## config.mk

```make
export PLATFORM = sky130hd
export DESIGN_NAME = packed_array_arbiter_flat
export DESIGN_NICKNAME = d
export VERILOG_FILES = /design/src/rtl/packed_array_arbiter_pkg.sv /design/src/rtl/packed_array_arbiter_if.sv /design/src/rtl/packed_array_arbiter_rr_arbiter.sv /design/src/rtl/packed_array_arbiter.sv /design/src/flat_wrapper.sv
export SDC_FILE = /design/constraint.sdc
export NUM_CORES = 1
export LEC_CHECK = 0
export ABC_AREA = 1
export CAP_MARGIN = 20
export CORE_MARGIN = 1.5
export CORE_UTILIZATION = 32
export CTS_BUF_LIST = sky130_fd_sc_hd__clkbuf_8
export CTS_CLUSTER_SIZE = 16
export DETAILED_ROUTE_END_ITERATION = 6
export PLACE_DENSITY = 0.6
export SYNTH_ARGS = -nofsm -noshare
export SYNTH_HDL_FRONTEND = slang
export SYNTH_SLANG_ARGS = --single-unit
```

## constraint.sdc

```tcl
create_clock -name clk -period 3.1 [get_ports clk]
set_clock_uncertainty 0.1 [all_clocks]
set_input_delay 0.62 -clock clk [delete_from_list [all_inputs] [get_ports clk]]
set_output_delay 0.62 -clock clk [all_outputs]
set_load 0.1 [all_outputs]
```

## src/rtl/packed_array_arbiter_pkg.sv

```systemverilog
// Shared types and constants for the packed-array arbiter slice.
// The optional parity feature is selected with the PKD_ARB_PARITY_EN macro.
package packed_array_pkg;

   localparam int NREQ  = 4;
   localparam int BANKS = 2;
   localparam int ROWS  = 3;
   localparam int W     = 4;

   localparam int BW    = (BANKS > 1) ? $clog2(BANKS) : 1;
   localparam int RW    = (ROWS > 1) ? $clog2(ROWS) : 1;
   localparam int IW    = (NREQ > 1) ? $clog2(NREQ) : 1;
   localparam int TOTAL = BANKS * ROWS;
   localparam int CW    = (TOTAL > 1) ? $clog2(TOTAL) : 1;

   typedef logic [W-1:0] entry_t;
   typedef logic [BANKS-1:0][ROWS-1:0][W-1:0] array_t;

   // Row 0 sits in the least significant nibble.
   localparam logic [ROWS-1:0][W-1:0] INIT_IMAGE = {4'h6, 4'hE, 4'h5};

   typedef enum logic {INIT, SERVE} state_e;

   function automatic logic parity(entry_t d);
      return ^d;
   endfunction

endpackage

```

## src/rtl/packed_array_arbiter_if.sv

```systemverilog
// Request/response bundle between the requesters and the packed-array arbiter.
interface packed_array_arbiter_if;
   import packed_array_pkg::*;

   logic [NREQ-1:0]         req_valid;
   logic [NREQ-1:0]         req_ready;
   logic [NREQ-1:0]         req_we;
   logic [NREQ-1:0][BW-1:0] req_bank;
   logic [NREQ-1:0][RW-1:0] req_row;
   logic [NREQ-1:0][W-1:0]  req_wdata;
   logic [NREQ-1:0]         rsp_valid;
   entry_t                  rsp_rdata;
   logic                    rsp_err;

   modport master (
      output req_valid, req_we, req_bank, req_row, req_wdata,
      input  req_ready, rsp_valid, rsp_rdata, rsp_err
   );

   modport slave (
      input  req_valid, req_we, req_bank, req_row, req_wdata,
      output req_ready, rsp_valid, rsp_rdata, rsp_err
   );

endinterface

```

## src/rtl/packed_array_arbiter_rr_arbiter.sv

```systemverilog
// Combinational round-robin picker: first requester at or after ptr, wrapping.
module rr_arbiter #(
   parameter  int N  = 4,
   localparam int IW = (N > 1) ? $clog2(N) : 1
) (
   input  logic [N-1:0]  req,
   input  logic [IW-1:0] ptr,
   output logic [N-1:0]  gnt,
   output logic [IW-1:0] gnt_idx
);

   logic [IW-1:0] idx;

   // Scan from the farthest candidate back to ptr so the nearest one wins.
   always_comb begin
      gnt     = '0;
      gnt_idx = '0;
      idx     = '0;
      for (int i = N - 1; i >= 0; i--) begin
         idx = IW'((int'(ptr) + i) % N);
         if (req[idx]) begin
            gnt      = '0;
            gnt[idx] = 1'b1;
            gnt_idx  = idx;
         end
      end
   end

endmodule

```

## src/rtl/packed_array_arbiter.sv

```systemverilog
// Round-robin shared access to a packed nibble array, loaded with a fixed image after reset.
// Define PKD_ARB_PARITY_EN to store per-entry even parity and add perr_sticky.
//
// state | meaning
// INIT  | writing INIT_IMAGE one entry per cycle, requests held off
// SERVE | one granted access per cycle, round-robin
module packed_array_arbiter
   import packed_array_pkg::*;
(
   input  logic                   clk,
   input  logic                   rst,
   packed_array_arbiter_if.slave  bus,
   output logic                   busy,
   output array_t                 snap
`ifdef PKD_ARB_PARITY_EN
   ,
   output logic                   perr_sticky
`endif
);

   state_e          state_q, state_d;
   logic [CW-1:0]   init_cnt;
   logic [BW-1:0]   init_bank;
   logic [RW-1:0]   init_row;
   logic            init_we, serve_en;

   array_t          arr;
   logic [IW-1:0]   ptr_q;
   logic [NREQ-1:0] arb_req, gnt;
   logic [IW-1:0]   gnt_idx;

   logic            g_any, g_we, in_range, wr_en, rd_en, par_bad;
   logic [BW-1:0]   g_bank, rd_bank;
   logic [RW-1:0]   g_row, rd_row;
   entry_t          g_wdata;

   always_ff @(posedge clk) begin
      if (rst) state_q <= INIT;
      else     state_q <= state_d;
   end

   always_comb begin
      state_d = state_q;
      case (state_q)
         INIT:  if (init_cnt == '0) state_d = SERVE;
         SERVE: state_d = SERVE;
      endcase
   end

   always_comb begin
      busy     = rst || (state_q == INIT);
      init_we  = !rst && (state_q == INIT);
      serve_en = !rst && (state_q == SERVE);
   end

   // Down-counter ends INIT; bank/row walk the array row-major alongside it.
   always_ff @(posedge clk) begin
      if (rst) begin
         init_cnt  <= CW'(TOTAL - 1);
         init_bank <= '0;
         init_row  <= '0;
      end else if (init_we) begin
         init_cnt <= init_cnt - CW'(1);
         if (init_row == RW'(ROWS - 1)) begin
            init_row  <= '0;
            init_bank <= init_bank + BW'(1);
         end else begin
            init_row <= init_row + RW'(1);
         end
      end
   end

   assign arb_req       = serve_en ? bus.req_valid : '0;
   assign bus.req_ready = gnt;

   rr_arbiter #(.N(NREQ)) u_rr (
      .req     (arb_req),
      .ptr     (ptr_q),
      .gnt     (gnt),
      .gnt_idx (gnt_idx)
   );

   assign g_any    = |gnt;
   assign g_we     = bus.req_we[gnt_idx];
   assign g_bank   = bus.req_bank[gnt_idx];
   assign g_row    = bus.req_row[gnt_idx];
   assign g_wdata  = bus.req_wdata[gnt_idx];
   assign in_range = (int'(g_bank) < BANKS) && (int'(g_row) < ROWS);
   assign wr_en    = g_any && g_we && in_range;
   assign rd_en    = g_any && !g_we && in_range;
   assign rd_bank  = in_range ? g_bank : '0;
   assign rd_row   = in_range ? g_row : '0;

   always_ff @(posedge clk) begin
      if (init_we)    arr[init_bank][init_row] <= INIT_IMAGE[init_row];
      else if (wr_en) arr[g_bank][g_row]       <= g_wdata;
      snap <= arr;
   end

`ifdef PKD_ARB_PARITY_EN
   logic [BANKS-1:0][ROWS-1:0] par;

   always_ff @(posedge clk) begin
      if (init_we)    par[init_bank][init_row] <= parity(INIT_IMAGE[init_row]);
      else if (wr_en) par[g_bank][g_row]       <= parity(g_wdata);
   end

   assign par_bad = rd_en && (par[rd_bank][rd_row] != parity(arr[rd_bank][rd_row]));

   always_ff @(posedge clk) begin
      if (rst)          perr_sticky <= 1'b0;
      else if (par_bad) perr_sticky <= 1'b1;
   end
`else
   assign par_bad = 1'b0;
`endif

   // Reads sample the array at the grant edge; the response follows one cycle later.
   always_ff @(posedge clk) begin
      if (rst) begin
         ptr_q         <= '0;
         bus.rsp_valid <= '0;
         bus.rsp_rdata <= '0;
         bus.rsp_err   <= 1'b0;
      end else begin
         bus.rsp_valid <= gnt;
         bus.rsp_rdata <= rd_en ? arr[rd_bank][rd_row] : '0;
         bus.rsp_err   <= g_any && (!in_range || par_bad);
         if (g_any) ptr_q <= (int'(gnt_idx) == NREQ - 1) ? '0 : gnt_idx + IW'(1);
      end
   end

endmodule

```

## src/flat_wrapper.sv

```systemverilog
// flat-port wrapper written by rule: the top's interface ports become plain ports
module packed_array_arbiter_flat import packed_array_pkg::*;
  (clk, rst, busy, snap, bus_req_valid, bus_req_we, bus_req_bank, bus_req_row, bus_req_wdata, bus_req_ready, bus_rsp_valid, bus_rsp_rdata, bus_rsp_err);
  packed_array_arbiter_if bus_i ();
  input  logic clk;
  input  logic rst;
  output logic busy;
  output array_t snap;
  input wire logic [$bits(bus_i.req_valid)-1:0] bus_req_valid;
  input wire logic [$bits(bus_i.req_we)-1:0] bus_req_we;
  input wire logic [$bits(bus_i.req_bank)-1:0] bus_req_bank;
  input wire logic [$bits(bus_i.req_row)-1:0] bus_req_row;
  input wire logic [$bits(bus_i.req_wdata)-1:0] bus_req_wdata;
  output wire logic [$bits(bus_i.req_ready)-1:0] bus_req_ready;
  output wire logic [$bits(bus_i.rsp_valid)-1:0] bus_rsp_valid;
  output wire logic [$bits(bus_i.rsp_rdata)-1:0] bus_rsp_rdata;
  output wire logic [$bits(bus_i.rsp_err)-1:0] bus_rsp_err;
  assign bus_i.req_valid = bus_req_valid;
  assign bus_i.req_we = bus_req_we;
  assign bus_i.req_bank = bus_req_bank;
  assign bus_i.req_row = bus_req_row;
  assign bus_i.req_wdata = bus_req_wdata;
  assign bus_req_ready = bus_i.req_ready;
  assign bus_rsp_valid = bus_i.rsp_valid;
  assign bus_rsp_rdata = bus_i.rsp_rdata;
  assign bus_rsp_err = bus_i.rsp_err;
  packed_array_arbiter u_core (.clk(clk), .rst(rst), .bus(bus_i), .busy(busy), .snap(snap));
endmodule
```

After elaboration in Yosys (flattened, before gate mapping)
Index checks and enable logic that the tools add are counted.
{ "classes": {"addsub": 7, "multipliers": 0, "div": 0, "n_lt_le_gt_ge": 20, "eq_ne": 2, "n_shift": 0, "muxes": 57, "n_bitwise": 2, "n_reduce_logical": 24} }
{ "ops": {"columns": ["operator", "n"], "rows": [
  ["bitwise mux 24 bit", 2],
  ["2-to-1 mux 12 bit", 4],
  ["2-to-1 mux 24 bit", 2],
  ["2-to-1 mux 4 bit", 10],
  ["binary-select mux 4 bit (select 2 bit)", 3],
  ["demux 12 bit (select 1 bit)", 2],
  ["< comparator 2 x 3 -> 1 bit, second input constant", 8],
  ["demux 4 bit (select 2 bit)", 2],
  ["2-to-1 mux 2 bit", 8],
  ["logical AND 1 bit", 15],
  ["binary-select mux 1 bit (select 2 bit)", 6],
  [">= comparator 2 x 1 -> 1 bit, second input constant", 6],
  ["2-to-1 mux 1 bit", 12],
  ["demux 1 bit (select 2 bit)", 4],
  ["adder 2 x 1 -> 2 bit, second input constant", 3],
  ["< comparator 1 x 2 -> 1 bit, second input constant", 3],
  ["adder 2 bit, second input constant", 2],
  ["binary-select mux 2 bit (select 2 bit)", 1],
  ["OR reduction 4 bit", 1],
  ["zero test 1 bit", 3],
  ["zero test 3 bit", 1],
  ["subtractor 3 x 1 -> 3 bit, second input constant", 1],
  ["== test 2 x 1 -> 1 bit, second input constant", 1],
  ["== test 2 bit, second input constant", 1],
  ["9 further kinds", 11]
]} }
{ "totals": {"register_bits": 66, "latch_bits": 0, "mem_bits_rw": 0, "rom_bits": 0, "inputBits": 38, "word_cells": 132, "mem_count": 0} }

Logic depth before layout (Yosys ltp)
Gate-level depths: netlist (run 1).
{ "depth": {"ltp_word": 20, "ltp_mapped": 20, "mapped_depth_nobuf": 19} }

Modules after synthesis
A second synthesis (run 1) with hierarchy kept.
{ "hier_totals": {"hier_cells": 413, "area_unflattened_um2": 3379.5} }
{ "by_module_without_submodules": {"columns": ["mod", "instances", "cells_each", "area_per_inst_um2", "seq_area_each_um2"], "rows": [
  ["packed_array_arbiter", 1, 330, 2896.5, 1561.5],
  ["rr_arbiter", 1, 83, 483.0, 0.0]
]} }

Worst setup path before layout (run 1)
Ideal clock, no wire load.
{ "synth_path": {"kind": "register to output", "startpoint": "reg u_core.ptr_q[0]", "endpoint": "out bus_req_ready[1]", "arrival_time_ns": 2.292, "setup_slack_ns": 0.088, "stages_incl_launch_ff": 13, "n_path_buf": 1, "path_cell_list": "dfxtp_1 -> buf_4 -> inv_2 -> ha_1 -> inv_1 -> nand3_2 -> nand2_4 -> inv_2 -> nor2_1 -> nand2_1 -> nand2_1 -> o21ai_0 -> inv_1"} }
{ "synth_via": {"elab_chain_cells": 9, "word_cells_on_any_way": 35, "cone_classes": "3 x add/sub; 8 x order compare; 20 x mux; 4 x reduce/logical"} }
{ "synth_lines": {"columns": ["item", "line_no", "rtl"], "rows": [
  ["from (decl)", "packed_array_arbiter.sv:28", "logic [IW-1:0] ptr_q;"],
  ["from (signal assigned)", "packed_array_arbiter.sv:129", "if (g_any) ptr_q <= (int'(gnt_idx) == NREQ - 1) ? '0 : gnt_idx + IW'(1);"],
  ["adder 2 bit", "packed_array_arbiter_rr_arbiter.sv:20", "idx = IW'((int'(ptr) + i) % N);"],
  ["< comparator 2 x 3 -> 1 bit (not written as such) or >= comparator 2 x 1 -> 1 bit (tied branches)", "packed_array_arbiter_rr_arbiter.sv:23", "gnt[idx] = 1'b1;"],
  ["logical AND 1 bit (not written as such)", "packed_array_arbiter_rr_arbiter.sv:23", null],
  ["2-to-1 mux 1 bit (not written as such)", "packed_array_arbiter_rr_arbiter.sv:23", null],
  ["demux 1 bit (select 2 bit)", "packed_array_arbiter_rr_arbiter.sv:23", null],
  ["2-to-1 mux 4 bit (3 in a row)", "packed_array_arbiter_rr_arbiter.sv:21", "if (req[idx]) begin"],
  ["2-to-1 mux 4 bit *", "packed_array_arbiter_rr_arbiter.sv:21", null],
  ["to (decl)", "flat_wrapper.sv:14", "output wire logic [$bits(bus_i.req_ready)-1:0] bus_req_ready;"]
]} }
Mark *: on every way between the ends. The rest lies on a longest branch, timed or not. The select of a mux whose other input is x is not followed.

Worst setup path in the final report (run 1)
{ "layout_path": {"startpoint": "in rst", "endpoint": "out bus_req_ready[1]"} }
{ "layout_via": {"elab_chain_cells": 9, "word_cells_on_any_way": 15, "cone_classes": "13 x mux; 2 x reduce/logical"} }
{ "layout_lines": {"columns": ["item", "line_no", "rtl"], "rows": [
  ["from (decl)", "flat_wrapper.sv:6", "input logic rst;"],
  ["zero test 1 bit *", "packed_array_arbiter.sv:53", "serve_en = !rst && (state_q == SERVE);"],
  ["logical AND 1 bit *", "packed_array_arbiter.sv:53", null],
  ["2-to-1 mux 4 bit *", "packed_array_arbiter.sv:73", "assign arb_req = serve_en ? bus.req_valid : '0;"],
  ["binary-select mux 1 bit (select 2 bit)", "packed_array_arbiter_rr_arbiter.sv:21", null],
  ["2-to-1 mux 1 bit (not written as such)", "packed_array_arbiter_rr_arbiter.sv:21", null],
  ["2-to-1 mux 4 bit (3 in a row)", "packed_array_arbiter_rr_arbiter.sv:21", null],
  ["2-to-1 mux 4 bit *", "packed_array_arbiter_rr_arbiter.sv:21", null]
]} }
Marks and branches as above.

==> metrics, run 1 <==
H-Tree Depth=3; worst hold path type=flop to flop; most frequent CP cell=nand2_2; TritonCTS Buffers=9; final setup fails=0; area added between synthesis and finish=42.2%; CP Buf/Inv Count=6; Die Span Y=~110 um; post-route ant nets=0; Crit Path Max Fanout=5; FF+latch count, synth=between 60 and 70; area leader, netlist=dfxtp_1; post-synthesis cell type count=30; WP data arrival=between 2 and 2.5 ns; die footprint=around 12,000 um^2; starting density of the core=about a third; GPL Wtd Cong=0.892; Iteration-0 DRC Markers=between 200 and 250; most common cell after layout, fill and taps aside=nand2_1; FP Rows=37; Syn Std Cell Area=3480 um^2; area share of the largest cell type after synthesis=between 20% and 30%; clk sink count=66; number of global-route vias before repair=about 3,200; final hold vios=0; DRT Pass-1 Iters=4; largest net degree at the start of global routing=18; Synth async-reset ratio=0%; CP Launch Type=input pin; Vias=3,227; CORE AREA=roughly 10,000 um^2; footprint of the multi-input gates=around 1700 um^2; # fillers=slightly above 1,000; Rel. slew slack=between 60% and 70%; I/O Buffers=75; worst-margin pin slew=between 0.5 and 0.6 ns; cell count after synthesis=420; first-pass GRT wire length=~15,000 um; number of max-cap violations=0; IO Pins=between 70 and 80; crit-path max cell delay=around 0.25 ns; sequential element share of the synthesized area=between 40% and 50%; worst path cell trace=dlygate4sd2_1, inv_2, nand3_2, nand2_2, nand2_2, nand2_2, nand2_4, buf_12, o21ai_2, a21oi_1, nand2_1, o21ai_2, buf_4, inv_2, buf_12; CP Data Required Time=about 2.4 ns; Synth Net Count=around 470; max-slew violations=0; Hold Buf Count CTS=0; routed wire length per instance=between 10 and 15 um; fin crit period=between 2 and 3 ns; Avg Vias per Cell=4.72; Worst Setup End Kind=output pin; placed cells=~670; diode count=0; Nets=595; Root Buffer=clkbuf_8; sequential cell area=around 1600 um^2; CTS tree=yes; Max Root-Sink Buffers=2; hpwl dp=~7100 um; top_reg_cell synth=dfxtp_1; Finished Layout Cells=684; Tcrit/Tclk final=between 90% and 100%; outcome=complete, no violations; r2r startpoint=u_core.ptr_q[0]; clk_lat worst skew=~0.36 ns; Post-Route WL=8980 um; worst setup path class=input pin to output pin; initial antenna violation count=0; GRT overflow=0; EDFF count, synth=24; die width=between 100 and 150 um; proportion of layout cells with a drive suffix above 1=31.2%; CP Launch Point=rst; critical path's slowest cell=dlygate4sd2_1; Worst-path clk slew=approximately 0.070 ns; # DRC=0; Post-Syn Area per Cell=about 8.3 um^2; synth warn=0; GRT Overall Usage=16.6%; Fmax achieved=337 MHz; Setup TNS=0 ns; dominant cells by area after synthesis=dfxtp_1 (24%), edfxtp_1 (21%), nand2_1 (9.4%); Hold Startpoint=u_core.arr[12]; family with the most delay on the worst path=buffers and inverters; commonest cells after routing, fill and taps aside=nand2_1 (79), buf_4 (78), inv_1 (54)
-- state kept, by name (all words and copies together), names as in the netlist --
name	cells
u_core.init_bank	1
u_core.bus.rsp_rdata	4
u_core.bus.rsp_valid	4
u_core.bus.rsp_err	1
u_core.ptr_q	2
u_core.init_row	2
u_core.init_cnt	3
u_core.arr	24
u_core.state_q	1
u_core.snap	24
-- repair_timing --
item / CTS / global route
cloned: 0 / 0
setup buffers: 0 / 1
pin swaps: 3 / 6
gates resized for setup: 26 / 12
setup endpoints to repair: 4 / 24
-- area by class of cell --
cell class	instances	share of cell area, %
clock buffers	9	2.51
repair buffers	122	22.3
clock inverters	7	1.44
multi-input cells	277	33.5
well taps	136	3.44
inverters	67	5.19
flip-flops and latches	66	31.6
-- synth_stat cells, types with 2 or more instances --
master    instances
o21ai_1           6
edfxtp_1         24
inv_4             2
nand3_2          12
nand2_4           7
o21ai_0          13
dfxtp_1          42
buf_4             2
buf_6             6
a31oi_1           2
o22ai_1          20
nand4_1           4
nand3b_1          4
nor2_2            2
nand2_2          11
nor2_1           21
ha_1             14
nand3_1          49
a21oi_1          19
nand2_1          87
inv_1            57
inv_2             8
-- metrics by stage --
step                utilization [%]  instance area (um^2)  hold WS [ns]  worst slack [ns]
detailed placement             44.6                  4640         0.255            -0.261
global placement               44.6                  4640         0.253            -0.212
finish                         47.5                  4940         0.268             0.129
CTS                            47.0                  4890         0.269            0.0277
global route                   47.5                  4940         0.280          -0.00636
floorplan                         -                  3480         0.239            0.0885
-- worst paths after layout --
| kind | to | slack, ns | cells past startpoint |
|---|---|---|---|
| worst max-delay path | bus_req_ready[1] | 0.13 | 15 |
| worst min-delay path | u_core.snap[12] | 0.27 | 0 |
| worst max register to register | u_core.arr[3] | 0.31 | 17 |
| worst min register to register | u_core.snap[12] | 0.27 | 0 |
-- layer usage --
| metal | GRT usage [%] | vias to the layer above | share of wire (%) |
|---|---|---|---|
| li1 | - | 1628 | - |
| met1 | 21.1 | 1485 | 45 |
| met2 | 26.9 | 95 | 47 |
| met3 | 3.59 | 19 | 6.0 |
| met4 | 7.05 | 0 | 2.5 |
| met5 | 0 | - | 0 |
-- kinds of logic after synthesis --
kind of cell	share of synthesized area, %
adder cells (fa/ha/maj)	5.04
AND/OR/NAND/NOR	29.9
AO/OA/AOI/OAI	9.93
flip-flops	44.9
XOR/XNOR	0.252
buffers and inverters	10.0
Power of run 1 is not shown: default switching activity piles up to over one toggle a cycle in this logic, so the estimate is an artifact.
==> run 2: changes to the inputs <==
--- a/config.mk
+++ b/config.mk
@@ -6,7 +6,7 @@
 export NUM_CORES = 1
 export LEC_CHECK = 0
 export ABC_AREA = 1
-export CAP_MARGIN = 20
+export CAP_MARGIN = 0
 export CORE_MARGIN = 1.5
 export CORE_UTILIZATION = 32
 export CTS_BUF_LIST = sky130_fd_sc_hd__clkbuf_8
==> results of run 2 <==
No change in the layout: final DEF, timing and power equal those of run 1.
Power of run 2 is left out for the same reason.
